[config.mk]
export PLATFORM = sky130hd
export DESIGN_NAME = softmax_tile_dispatcher
export DESIGN_NICKNAME = d
export VERILOG_FILES = /design/src/rtl/softmax_tile_dispatcher.sv
export SDC_FILE = /design/constraint.sdc
export NUM_CORES = 1
export LEC_CHECK = 0
export CAP_MARGIN = 25
export CELL_PAD_IN_SITES_DETAIL_PLACEMENT = 1
export CELL_PAD_IN_SITES_GLOBAL_PLACEMENT = 1
export CORE_MARGIN = 10
export CORE_UTILIZATION = 30
export DETAILED_ROUTE_END_ITERATION = 10
export MAX_ROUTING_LAYER = met4
export PLACE_DENSITY = 0.85
export REMOVE_ABC_BUFFERS = 1
export SYNTH_ARGS = -nofsm -noshare
export SYNTH_HDL_FRONTEND = slang
export SYNTH_SLANG_ARGS = --single-unit
[constraint.sdc]
create_clock -name clk -period 2.6 [get_ports clk]
set_clock_uncertainty 0.05 [all_clocks]
set_input_delay 0.65 -clock clk [delete_from_list [all_inputs] [get_ports clk]]
set_output_delay 0.65 -clock clk [all_outputs]
set_load 0.01 [all_outputs]
[src/rtl/softmax_tile_dispatcher.sv]
// Steers a row-interleaved stream of tiles into a bank of row softmax units through a
// one-stage output register, then collects per-row done, reports slice completion and pulses sm_rst_n.
module softmax_tile_dispatcher #(
  parameter  int WIDTH     = 16,
  parameter  int COL       = 64,
  parameter  int TILE_SIZE = 8,
  parameter  int NUM_ROWS  = 4,
  localparam int NUM_TILES = COL / TILE_SIZE,
  localparam int TW        = WIDTH * TILE_SIZE,
  localparam int TIW       = (NUM_TILES > 1) ? $clog2(NUM_TILES) : 1,
  localparam int RW        = (NUM_ROWS > 1) ? $clog2(NUM_ROWS) : 1
) (
  input  logic                clk,
  input  logic                rst_n,
  input  logic                start_i,
  input  logic                in_valid_i,
  output logic                in_ready_o,
  input  logic [TW-1:0]       in_tile_i,
  output logic [NUM_ROWS-1:0] sm_valid_o,
  input  logic [NUM_ROWS-1:0] sm_ready_i,
  output logic [TW-1:0]       sm_tile_o,
  input  logic [NUM_ROWS-1:0] sm_done_i,
  output logic                sm_rst_n_o,
  output logic                busy_o,
  output logic                slice_done_o,
  output logic                err_o,
  output logic [TIW-1:0]      tile_idx_o,
  output logic [RW-1:0]       row_idx_o
);

  // state  | meaning
  // IDLE   | waiting for start, input closed
  // STREAM | accepting tiles in t0r0, t0r1, ... order
  // DRAIN  | last tile taken; emptying output register, waiting for all row done
  // FLUSH  | one-cycle softmax reset, then back to IDLE
  typedef enum logic [1:0] {S_IDLE, S_STREAM, S_DRAIN, S_FLUSH} state_e;

  localparam logic [TIW-1:0] TILE_LAST = TIW'(NUM_TILES - 1);
  localparam logic [RW-1:0]  ROW_LAST  = RW'(NUM_ROWS - 1);

  state_e              state_q, state_d;
  logic [TIW-1:0]      tile_idx_q, tile_idx_d;
  logic [RW-1:0]       row_idx_q, row_idx_d;
  logic [RW-1:0]       out_row_q, out_row_d;
  logic                out_full_q, out_full_d;
  logic                out_last_q, out_last_d;
  logic [TW-1:0]       sm_tile_q, sm_tile_d;
  logic [NUM_ROWS-1:0] done_q, done_d;
  logic [NUM_ROWS-1:0] handed_q, handed_d;
  logic                err_q, err_d;
  logic                sm_rst_n_q;
  logic                accept, handoff, last_in;
  logic [NUM_ROWS-1:0] handed_now;

  always_comb begin
    state_d    = state_q;
    tile_idx_d = tile_idx_q;
    row_idx_d  = row_idx_q;
    out_row_d  = out_row_q;
    out_full_d = out_full_q;
    out_last_d = out_last_q;
    sm_tile_d  = sm_tile_q;
    done_d     = done_q;
    err_d      = err_q;
    in_ready_o = 1'b0;

    handoff    = out_full_q && sm_ready_i[out_row_q];
    handed_now = (handoff && out_last_q) ? (NUM_ROWS'(1) << out_row_q) : '0;
    if (state_q == S_STREAM) in_ready_o = !out_full_q || sm_ready_i[out_row_q];
    accept  = in_valid_i && in_ready_o;
    last_in = (tile_idx_q == TILE_LAST) && (row_idx_q == ROW_LAST);

    // a reload on the handoff cycle keeps the register full with no bubble
    if (accept) begin
      sm_tile_d  = in_tile_i;
      out_row_d  = row_idx_q;
      out_last_d = (tile_idx_q == TILE_LAST);
      out_full_d = 1'b1;
    end else if (handoff) begin
      out_full_d = 1'b0;
    end

    handed_d = handed_q | handed_now;
    if (state_q == S_STREAM || state_q == S_DRAIN) begin
      done_d = done_q | sm_done_i;
      if (|(sm_done_i & ~(handed_q | handed_now))) err_d = 1'b1;
    end
    if (state_q == S_DRAIN && in_valid_i) err_d = 1'b1;

    case (state_q)
      S_IDLE: begin
        if (start_i) begin
          state_d    = S_STREAM;
          tile_idx_d = '0;
          row_idx_d  = '0;
          done_d     = '0;
          handed_d   = '0;
        end
      end
      S_STREAM: begin
        if (accept) begin
          if (last_in) begin
            state_d = S_DRAIN;
          end else if (row_idx_q == ROW_LAST) begin
            row_idx_d  = '0;
            tile_idx_d = tile_idx_q + 1'b1;
          end else begin
            row_idx_d = row_idx_q + 1'b1;
          end
        end
      end
      S_DRAIN: begin
        if (!out_full_q && (&done_q)) state_d = S_FLUSH;
      end
      S_FLUSH: begin
        state_d    = S_IDLE;
        tile_idx_d = '0;
        row_idx_d  = '0;
      end
      default: state_d = S_IDLE;
    endcase
  end

  always_ff @(posedge clk) begin
    if (!rst_n) begin
      state_q    <= S_IDLE;
      tile_idx_q <= '0;
      row_idx_q  <= '0;
      out_row_q  <= '0;
      out_full_q <= 1'b0;
      out_last_q <= 1'b0;
      sm_tile_q  <= '0;
      done_q     <= '0;
      handed_q   <= '0;
      err_q      <= 1'b0;
      sm_rst_n_q <= 1'b0;
    end else begin
      state_q    <= state_d;
      tile_idx_q <= tile_idx_d;
      row_idx_q  <= row_idx_d;
      out_row_q  <= out_row_d;
      out_full_q <= out_full_d;
      out_last_q <= out_last_d;
      sm_tile_q  <= sm_tile_d;
      done_q     <= done_d;
      handed_q   <= handed_d;
      err_q      <= err_d;
      sm_rst_n_q <= (state_d != S_FLUSH);
    end
  end

  assign sm_valid_o   = out_full_q ? (NUM_ROWS'(1) << out_row_q) : '0;
  assign sm_tile_o    = sm_tile_q;
  assign sm_rst_n_o   = sm_rst_n_q;
  assign busy_o       = (state_q != S_IDLE);
  assign slice_done_o = (state_q == S_DRAIN) && !out_full_q && (&done_q);
  assign err_o        = err_q;
  assign tile_idx_o   = tile_idx_q;
  assign row_idx_o    = row_idx_q;

endmodule

Word level (Yosys, flattened, before mapping)

Index checks and enable logic that the tools add are counted.

Register bits after elaboration: 149
Input port bits: 140
Output and inout port bits: 142
Word-level logic and storage cells: 81

Add/sub/neg operators: 2
Magnitude comparators: 1
Equal/unequal tests: 10
Shifts and indexed selects: 1
Multiplexer cells: 30
Bitwise operators: 4
Reduce and logical (&&, ||, !) cells: 22

Operators by type and width:

| kind                                                | count |
|---|---|
| two-way mux 4 bit                                   | 7 |
| two-way mux 2 bit                                   | 8 |
| two-way mux 3 bit                                   | 4 |
| inequality test 2 bit (second input constant)       | 5 |
| one-hot mux 3 bit (3 select lines)                  | 1 |
| logical AND 1 bit                                   | 8 |
| bitwise OR 4 bit                                    | 2 |
| one-hot mux 2 bit (4 select lines)                  | 1 |
| AND reduction 4 bit                                 | 2 |
| nonzero test 2 bit                                  | 4 |
| two-way mux 1 bit                                   | 7 |
| == test 2 bit (second input constant)               | 3 |
| one-hot mux 2 bit (3 select lines)                  | 1 |
| AND reduction 5 bit                                 | 1 |
| bitwise AND 4 bit                                   | 1 |
| inverter 4 bit                                      | 1 |
| OR reduction 4 bit                                  | 1 |
| left shift 1 x 2 -> 4 bit (first input constant)    | 1 |
| adder 3 x 1 -> 3 bit (second input constant)        | 1 |
| == test 3 bit (second input constant)               | 1 |
| < comparator 2 x 3 -> 1 bit (second input constant) | 1 |
| nonzero test 3 bit                                  | 1 |
| adder 2 x 1 -> 2 bit (second input constant)        | 1 |
| binary-select mux 1 bit (select 2 bit)              | 1 |
| 5 further kinds                                     | 6 |

Longest topological paths before layout

Gate-level depths: netlist of the first run.

Depth after elaboration: 12
Mapped depth: 8
Gate-level depth less buffers: 6

Worst setup path before layout of the first run

No wires, ideal clock.

Path kind: input -> register
Start: input sm_ready_i[3]
End: register out_row_q[0]
Library setup time: 0.072 ns
Arrival: 1.878 ns
Required time: 2.478 ns
Path slack: 0.600 ns
Stages: 7
Buffers on the path: 3
Path through: mux2i_1 -> a221oi_4 -> and2_1 -> buf_4 -> buf_8 -> buf_8 -> mux2i_1

Cells in the longest elaborated chain, start to end: 5

Ends and longest elaborated chain:

| element                                 | line | source |
|---|---|---|
| start: declaration                      | 20   | `input logic [NUM_ROWS-1:0] sm_ready_i,` |
| binary-select mux 1 bit (select 2 bit)  | 69   | `if (state_q == S_STREAM) in_ready_o = !out_full_q \|\| sm_ready_i[out_row_q];` |
| two-way mux 1 bit (not written as such) | 69   |  |
| logical OR 1 bit                        | 69   |  |
| two-way mux 1 bit                       | 69   |  |
| logical AND 1 bit                       | 70   | `accept = in_valid_i && in_ready_o;` |
| end signal: assignment                  | 141  | `out_row_q <= out_row_d;` |
| end: declaration                        | 44   | `logic [RW-1:0] out_row_q, out_row_d;` |

Every way passes these cells. The select of a mux whose other input is x is not followed.
A chain may end at the register's enable or synchronous reset.

Worst setup path after layout of the first run

Start: register out_full_q
End: output sm_valid_o[0]

Cells in the longest elaborated chain, start to end: 1

Ends and longest elaborated chain:

| element                  | line | source |
|---|---|---|
| start: declaration       | 45   | `logic out_full_q, out_full_d;` |
| start signal: assignment | 142  | `out_full_q <= out_full_d;` |
| two-way mux 4 bit        | 152  | `assign sm_valid_o = out_full_q ? (NUM_ROWS'(1) << out_row_q) : '0;` |
| end: declaration         | 19   | `output logic [NUM_ROWS-1:0] sm_valid_o,` |

Every way passes these cells.

==> flow_summary.yaml, run 1 <==
layout:
  fill_cells: 2329
  syn_to_final_growth_pct: 61.3
  fin_area_sq_um: 10100
  final_net_count: 1127
  multiInputGateArea_sq_um: 2930
  regArea_sq_um: 2980
  diodes: 0
  post-route-util_pct: 49.6
  final_layout_size_suffix_gt1_share_pct: 7.06
synth:
  ys_ff_latch: 149
  synthFlopType: "dfxtp_1"
  ys_seq_area_share_pct: 47.7
  ys_top_cells_by_area: "dfxtp_1, mux2i_1, nand2_1, buf_8, clkbuf_1"
  synth_edf_count: 0
  synthesis.area_sq_um: 6260
  synth.avg_cell_area_sq_um: 8.99
  synth.most_common_cell: "nand2_1"
  async_flop_share_pct: 0
  synth.distinct_cells: 37
  syn_inst: 696
  synth_commonest_cells: "nand2_1, dfxtp_1, mux2i_1"
  synth_top_area_share_pct: 47.7
  synth_warnings: 0
  yosys.area.top_type: "dfxtp_1"
clock_network:
  cts_buffers: 17
  clkTransAtPathRegs_ps: 60
  clkSinkCount: 149
  cts-root-buf: "clkbuf_16"
  h-tree-depth: 4
  clock_latency_ps: 410
  clockBufferDepth: 2
  post_cts_buffers: 0
  cts_tree: "yes"
die:
  fp.dieH_microns: 164
  die-area_sq_um: 27000
  die_x_microns: 164
  initial_utilization_pct: 30.7
  rows: 52
  ioPinCount: 282
  core_region_area_sq_um: 20400
global_routing:
  grt_pass1_wl_mm: 33.9
  track_usage_pct: 16.4
  grt_overflow: 0
  antenna_found_initial: 0
  grt_pass1_vias: 6323
  grt_max_degree: 80
placed_design:
  place_area_sq_um: 9470
  port_buffers: 281
  hpwl_mm: 17.5
  gp_congestion: 0.861
route:
  drt_iter0_markers: 148
  drt-vias-per-instance: 4.56
  num_vias: 5756
  dr.pass1.iters: 4
  avgRoutedWirePerCell_microns: 17.5
  drc_errors: 0
  drt-total-wl_mm: 22.1
  ant_nets: 0
setup_path:
  startpoint_type: "register"
  critPathSlowestCell: "clkdlybuf4s50_1"
  cp.buffers_inverters: 1
  cp.arrival_ps: 1830
  worst_ep_required_time_ps: 1900
  crit_path_cell_trace: "nor2b_2 > nor2b_1 > clkdlybuf4s50_1"
  slowest_delay_ps: 550
  cp_top_family: "buffers and inverters"
  criticalPathCategory: "register to output pin"
  end_kind: "output pin"
  cp_max_fo: 6
power:
  power_leakage_uw: 0.00375
  p_int_uw: 4500
  power_density_nw_per_um2: 593
  vdd_drop_max_uv: 371
  combPwrFrac_pct: 16.1
  power_frac_seq_pct: 40.8
  pwr-share-clk_pct: 43.1
  p_sw_share_pct: 24.9
  p_sw_uw: 1490
run_status:
  status: "completed"
flow_run:
  cap_violations: 0
sta:
  drv_slew: 0
  slew_headroom_pct: 64.9
  fin_crit_sh_pct: 97.5
  fin_crit_ps: 2530
  finalHoldViolCount: 0
  clock.fmax_mhz: 395
  setup_viol: 0
  rsz0062_at_grt: "true"
  worst_pin_slew_ps: 527
hold_path:
  hp-class: "register to register"
-- path summary, 6_finish.rpt --
kind	from	endpoint	slack, ps	cells past startpoint
worst max-delay path	out_full_q$_SDFFE_PN0P_	sm_valid_o[0]	70	3
worst min-delay path	sm_tile_o[16]$_SDFFE_PN0P_	sm_tile_o[16]$_SDFFE_PN0P_	410	2
worst max register to register	out_row_q[0]$_SDFFE_PN0P_	sm_tile_o[23]$_SDFFE_PN0P_	640	7
worst min register to register	sm_tile_o[16]$_SDFFE_PN0P_	sm_tile_o[16]$_SDFFE_PN0P_	410	2
-- power by group through the flow --
| stage | sequential, uW | combinational, uW | clock (uW) |
|---|---|---|---|
| 5_1_grt | 2460 | 1040 | 2780 |
| 4_1_cts | 2440 | 980 | 2660 |
| 6_report | 2440 | 964 | 2580 |
| 3_5_place_dp | 2500 | 974 | 0 |
| 3_3_place_gp | 2490 | 954 | 0 |
| 2_1_floorplan | 2540 | 344 | 0 |
-- layout by cell type, fill, tap and decap left out, types with 8 or more instances in the layout --
cell type | netlist | final
inv_1 | 12 | 12
clkdlybuf4s50_1 | 0 | 278
nor2_1 | 14 | 14
clkbuf_16 | 0 | 17
mux2i_1 | 136 | 136
buf_4 | 7 | 22
dfxtp_1 | 149 | 149
a21oi_1 | 11 | 11
buf_12 | 0 | 10
nand2_1 | 271 | 271
nand3_1 | 8 | 8
-- stage by stage --
stage	hold WS (ps)	cells	setup WS (ps)	power (uW)	setup TNS, ps
after floorplan	376	647	-3480	2880	-459050
after global placement	391	1230	-244	3440	-244
after detailed placement	401	1230	-251	3470	-553
after CTS	410	1262	13.9	6080	0
after global routing	424	1262	-34.0	6270	-61.5
final	408	1262	66.1	5990	0
-- per-layer routing --
| layer | part of all wire [%] | global-route usage [%] |
|---|---|---|
| met1 | 39 | 16.6 |
| met2 | 50 | 28.2 |
| met3 | 9.7 | 7.62 |
| met4 | 1.6 | 4.15 |
| met5 | 0 | - |
-- sequential cells by signal, indices dropped and copies added, names as in the netlist --
name        flops
tile_idx_o      3
out_row_q       2
sm_tile_o     128
out_full_q      1
sm_rst_n_o      1
out_last_q      1
row_idx_o       2
handed_q        4
err_o           1
state_q         2
done_q          4
-- logic make-up after synthesis --
| family | synth area share, % |
|---|---|
| AOI/OAI and AO/OA | 3.38 |
| buffers and inverters | 5.72 |
| muxes | 21.8 |
| adders and majority gates | 1.60 |
| DFF | 47.7 |
| and+or+nand+nor | 19.9 |
-- layout make-up --
cell class | instances | area share [%]
Clock inverter | 13 | 1.71
Inverter | 12 | 0.446
Sequential cell | 149 | 29.6
Timing Repair Buffer | 313 | 31.5
Multi-Input combinational cell | 486 | 29.0
Clock buffer | 19 | 4.39
Tap cell | 270 | 3.35
-- tightest hold or removal path: stages (launching register included) --
cell and delay [ps]:
dfxtp_1 310, nand2_1 50, mux2i_1 50
-- what timing repair did --
item,4_1_cts,5_1_grt
gates resized for setup,4,3
pin swaps,0,1
hold buffers,0,0
endpoints found under the hold margin,0,0
endpoints found under the setup margin,4,2
(Power assumes the default switching activity.)
==> run 2, diff against run 1 <==
Settings changed: CORE_MARGIN 10 to 2.
==> run 2 against run 1 <==
Effect of this change: non-clock buffer count rose by 3; sequential share of layout area fell by 0.085 points; core utilization rose by 0.18 points; combinational power rose by 0.9%; final area rose by 0.37%; clock-buffer cell count did not move; sequential power barely moved; via count fell by 0.40%; first-iteration DRC count fell by 5.4%; sequential cell count did not move.
==> flow_summary.yaml, run 2 (same netlist as run 1, synthesis figures left out) <==
clock_network:
  clkTransAtPathRegs_ps: 60
  cts-root-buf: "clkbuf_16"
  clock_latency_ps: 410
  cts_tree: "yes"
  clockBufferDepth: 2
  clkSinkCount: 149
  hold_buffers: 0
  cts_buffers: 17
  h-tree-depth: 4
route:
  highest_layer: "met4"
  drc_errors: 0
  drt-total-wl_mm: 19.5
  drt-vias-per-instance: 4.53
  ant_nets: 0
  dr.pass1.iters: 4
  wl_met2_mm: 9.85
  drt_iter0_markers: 140
  avgRoutedWirePerCell_microns: 15.4
  wl_met1_mm: 8.03
  num_vias: 5733
  met3_length_mm: 1.26
sta:
  rsz0062_at_grt: "false"
  finalSetupTns_ps: 0
  fin_crit_ps: 2550
  drv_slew: 0
  clock.fmax_mhz: 393
  setup_viol: 0
  fin_crit_sh_pct: 97.9
  slew_headroom_pct: 69.8
  finalHoldViolCount: 0
  worst_pin_slew_ps: 453
layout:
  largest_reg_flops: 128
  layout_common_cells: "clkdlybuf4s50_1, nand2_1, dfxtp_1, mux2i_1, buf_4"
  final_net_count: 1130
  fin_area_sq_um: 10100
  fin_cells: 1265
  layout_commonest_cell: "clkdlybuf4s50_1"
  diodes: 0
  final_layout_size_suffix_gt1_share_pct: 7.44
  syn_to_final_growth_pct: 61.9
die:
  die-area_sq_um: 22000
  fp.dieH_microns: 148
  core_region_area_sq_um: 20400
  ioPinCount: 282
  die_x_microns: 148
  initial_utilization_pct: 30.7
  rows: 52
global_routing:
  track_usage_pct: 18.0
  grt_pass1_wl_mm: 30.7
  grt_pass1_vias: 5993
  antenna_found_initial: 0
  grt_overflow: 0
  grt_max_degree: 55
flow_run:
  cap_violations: 0
power:
  power_uw: 5810
  vdd_drop_max_uv: 391
  power_density_nw_per_um2: 573
  power_leakage_uw: 0.00378
setup_path:
  regToRegSetupSlack_ps: 700
  cp.arrival_ps: 1850
  criticalPathCategory: "input pin to output pin"
  rr_worst_depth: 7
  slowest_delay_ps: 480
  r2r_start: "out_row_q[0]$_SDFFE_PN0P_"
  worst_ep_required_time_ps: 1900
  crit_path_start: "sm_ready_i[3]"
  crit_path_cell_trace: "clkdlybuf4s50_1 > mux2i_1 > a22oi_1 > and2_1 > clkdlybuf4s15_1"
  cp_max_fo: 2
  reg2reg_to: "sm_tile_o[12]$_SDFFE_PN0P_"
  critPathSlowestCell: "clkdlybuf4s50_1"
  startpoint_type: "input pin"
  cp-endpoint: "in_ready_o"
  end_kind: "output pin"
placed_design:
  place_area_sq_um: 9540
  gp_congestion: 0.819
  dp.cells: 1232
  port_buffers: 281
  hpwl_mm: 14.8
run_status:
  status: "completed"
hold_path:
  min_from: "sm_tile_o[63]$_SDFFE_PN0P_"
  hp-class: "register to register"
[run 2: changes by cell type in the layout (fill, tap and decap cells not counted), moves of 2 or more]
cell       before  now
buf_4          22   20
buf_12         10   15
clkinv_2        0    2
dfxtp_2         0    2
bufinv_16       3    1
dfxtp_1       149  147
[run 2: area by class of cell]
type	instances	area (sq um)
repair buffers	316	3270
well taps	270	338
flip-flops and latches	149	2990
clock buffers	19	443
multi-input cells	486	2930
clock inverters	13	123
fillers	2303	10200
inverters	12	45.0
[run 2: routing by layer]
layer / vias to the layer above / GRT usage (%)
met4: 0 / 5.14
met3: 24 / 5.43
met1: 2690 / 20.1
li1: 2842 / -
met5: - / -
met2: 177 / 31.2
[run 2: metrics by stage]
| step | setup slack (ps) | hold WS (ps) | utilization (%) |
|---|---|---|---|
| 6_report | 54.4 | 404 | 49.7 |
| 5_1_grt | 14.4 | 423 | 49.7 |
| 4_1_cts | 15.2 | 406 | 49.7 |
| 3_5_place_dp | -229 | 397 | 46.9 |
| 3_3_place_gp | -217 | 390 | 46.9 |
| 2_1_floorplan | -3480 | 376 | - |
[run 2: worst min-delay path by stage]
| stage | cells after the start | slack (ps) | endpoint |
|---|---|---|---|
| finish | 2 | 400 | sm_tile_o[63]$_SDFFE_PN0P_ |
| global placement | 2 | 390 | handed_q[2]$_SDFF_PN0_ |
| floorplan | 2 | 380 | handed_q[2]$_SDFF_PN0_ |
| global route | 2 | 420 | sm_tile_o[71]$_SDFFE_PN0P_ |
| detailed placement | 2 | 400 | handed_q[2]$_SDFF_PN0_ |
| CTS | 2 | 410 | handed_q[2]$_SDFF_PN0_ |
[run 2: worst max-delay path: cells and delay by family]
family / cells / cell delay, ps
buffers and inverters: 2 / 710
AO/OA/AOI/OAI: 1 / 230
AND/OR/NAND/NOR: 1 / 160
multiplexers: 1 / 100
[run 2: what timing repair did]
action                                  CTS  global route
gates resized for setup                   4             5
hold endpoints to repair                  0             0
endpoints found under the setup margin    4             5
buffers inserted                          1             0
pin swaps                                 1             1
[run 2: power breakdown]
part | total, uW | internal, uW | switching (uW)
combinational | 973 | 570 | 403
clock | 2390 | 1360 | 1030
sequential | 2450 | 2390 | 56.8
total | 5810 | 4310 | 1490
==> run 3, diff against run 2 <==
Settings changed: HOLD_SLACK_MARGIN from default to 0.05.
==> results of run 3 <==
Final layout, timing and power as in run 2 (identical DEF).
==> variant: new RTL, flow settings as in run 2 <==
Change the parameter `WIDTH` from 16 to 32.
--- a/src/rtl/softmax_tile_dispatcher.sv
+++ b/src/rtl/softmax_tile_dispatcher.sv
@@ -1,7 +1,7 @@
 // Steers a row-interleaved stream of tiles into a bank of row softmax units through a
 // one-stage output register, then collects per-row done, reports slice completion and pulses sm_rst_n.
 module softmax_tile_dispatcher #(
-  parameter  int WIDTH     = 16,
+  parameter  int WIDTH     = 32,
   parameter  int COL       = 64,
   parameter  int TILE_SIZE = 8,
   parameter  int NUM_ROWS  = 4,
Ports: changed (resized in_tile_i and sm_tile_o); port bits go from 282 to 538. The function was not compared with the original's and may differ.
==> variant against run 2 <==
Sequential share of layout area rose by 0.46 points. Cell area increased by 83%. Core utilization is 0.55 points lower. Register-to-register slack got worse by 0.11 ns. Sequential power grew 86%. Synthesized area increased by 84%. Total power is 92% higher. Critical path type is now reg2out. Routed wire length rose by 120%. Synthesized cell count increased by 80%. Sequential cell count is 128 higher. First-iteration DRC count up 100%. Setup slack better by 0.026 ns. Largest cell class unchanged.
==> variant: results (changes against run 2) <==
Route
  – Routed WL: 42,550 um (+120%)
  – DR vias/cell: 4.634 (+2.3%)
  – Initial DRC Count: 282 (+100%)
  – Vias post-DR: 10,750 (+88%)

Global route
  – Vias in the first global route: 11,600 (+94%)
  – First-pass GRT wire length: 62,180 um (+100%)
  – Initial antenna violation count: 1 (+1)
  – Largest net degree at the start of global routing: 79 (+44%)
  – Overall routing resource usage: 20.81% (+2.8 points)

Synthesis
  – Top cells by area, synth: dfxtp_1, mux2i_1, nand2_1, buf_12, clkbuf_1
  – Post-synthesis cell count: 1,251 (+80%)
  – Post-synth top cells: nand2_1, dfxtp_1, mux2i_1, clkbuf_1, buf_12

Power and ir drop
  – LEAKAGE: 6.905 nW (+83%)
  – Peak VDD IR: 451.7 uV (+15%)

Setup path
  – Largest stage delay, worst path: 0.55 ns (+0.07 ns)
  – Arrival @ worst endpoint: 1.82 ns (-0.03 ns)

Placement
  – GPL Wtd Cong: 0.7789 (-4.9%)
  – Post-Place Cell Area: 17,390 um2 (+82%)
  – Cell count after placement: 2,257 (+83%)

Cells and area
  – ClkCell Share: 6.056% (+0.47 points)
  – Clkbuf count: 49 (+30)
  – Fillers: 4,293 (+86%)
  – Antenna Cells: 1 (+1)
  – Max reg flops: 256 (+100%)
  – Share of cells above drive strength 1: 6.250% (-1.2 points)
  – Number of multi-input logic gates: 870 (+79%)
  – Buffers excl. clock: 588 (+86%)
  – FF+latch count: 277 (+86%)
  – Multi-input combinational area share: 27.95% (-0.98 points)

CTS
  – Total CTS buffers: 34 (+17)

Run status
  – Status: finished clean

STA
  – Worst-Margin Slew: 0.4655 ns (+0.01241 ns)
[variant: changes by cell type after synthesis]
| cell | change |
|---|---|
| nand2_1 | +256 |
| dfxtp_1 | +128 |
| mux2i_1 | +128 |
| clkbuf_1 | +29 |
| buf_12 | +22 |
| buf_8 | -9 |
| buf_6 | +1 |
[variant: logic make-up (layout without fill, tap and decap cells)]
kind of cell	count (synthesis)	after routing	synth area share, %
buffers and inverters	104	661	6.818
other	0	1	0
adder cells (fa/ha/maj)	8	8	0.8713
flip-flops	277	277	48.27
AND/OR/NAND/NOR	570	570	19.20
multiplexers	264	264	23.00
AO/OA/AOI/OAI	28	28	1.841
[variant: power by group through the flow]
stage | logic [mW] | clock network, mW | registers, mW
5_1_grt | 1.92 | 5.07 | 4.58
3_3_place_gp | 1.75 | 0 | 4.64
2_1_floorplan | 0.755 | 0 | 4.74
3_5_place_dp | 1.80 | 0 | 4.65
6_report | 1.80 | 4.78 | 4.56
4_1_cts | 1.82 | 4.91 | 4.56
[variant: layer usage]
layer  vias up  part of all wire, %  track usage, %
li1       5120                    -               -
met1      5130                   35           19.47
met2       378                   52           37.49
met3       124                  8.1           6.937
met4         0                  5.0           11.28
met5         -                    0               -
[variant: worst paths after layout]
check	from	cells past startpoint	endpoint
hold reg to reg	sm_tile_o[168]	2	sm_tile_o[168]
setup / recovery	out_row_q[1]	3	sm_valid_o[3]
hold / removal	sm_tile_o[168]	2	sm_tile_o[168]
setup reg to reg	out_row_q[0]	7	sm_tile_o[254]
[variant: per-stage QoR]
stage / TNS, ns / hold WS, ns
final: 0 / 0.4025
after CTS: -0.1300 / 0.4073
after global placement: -17.31 / 0.3891
after global routing: 0 / 0.4169
after detailed placement: -24.11 / 0.3992
after floorplan: -2030.79 / 0.3762
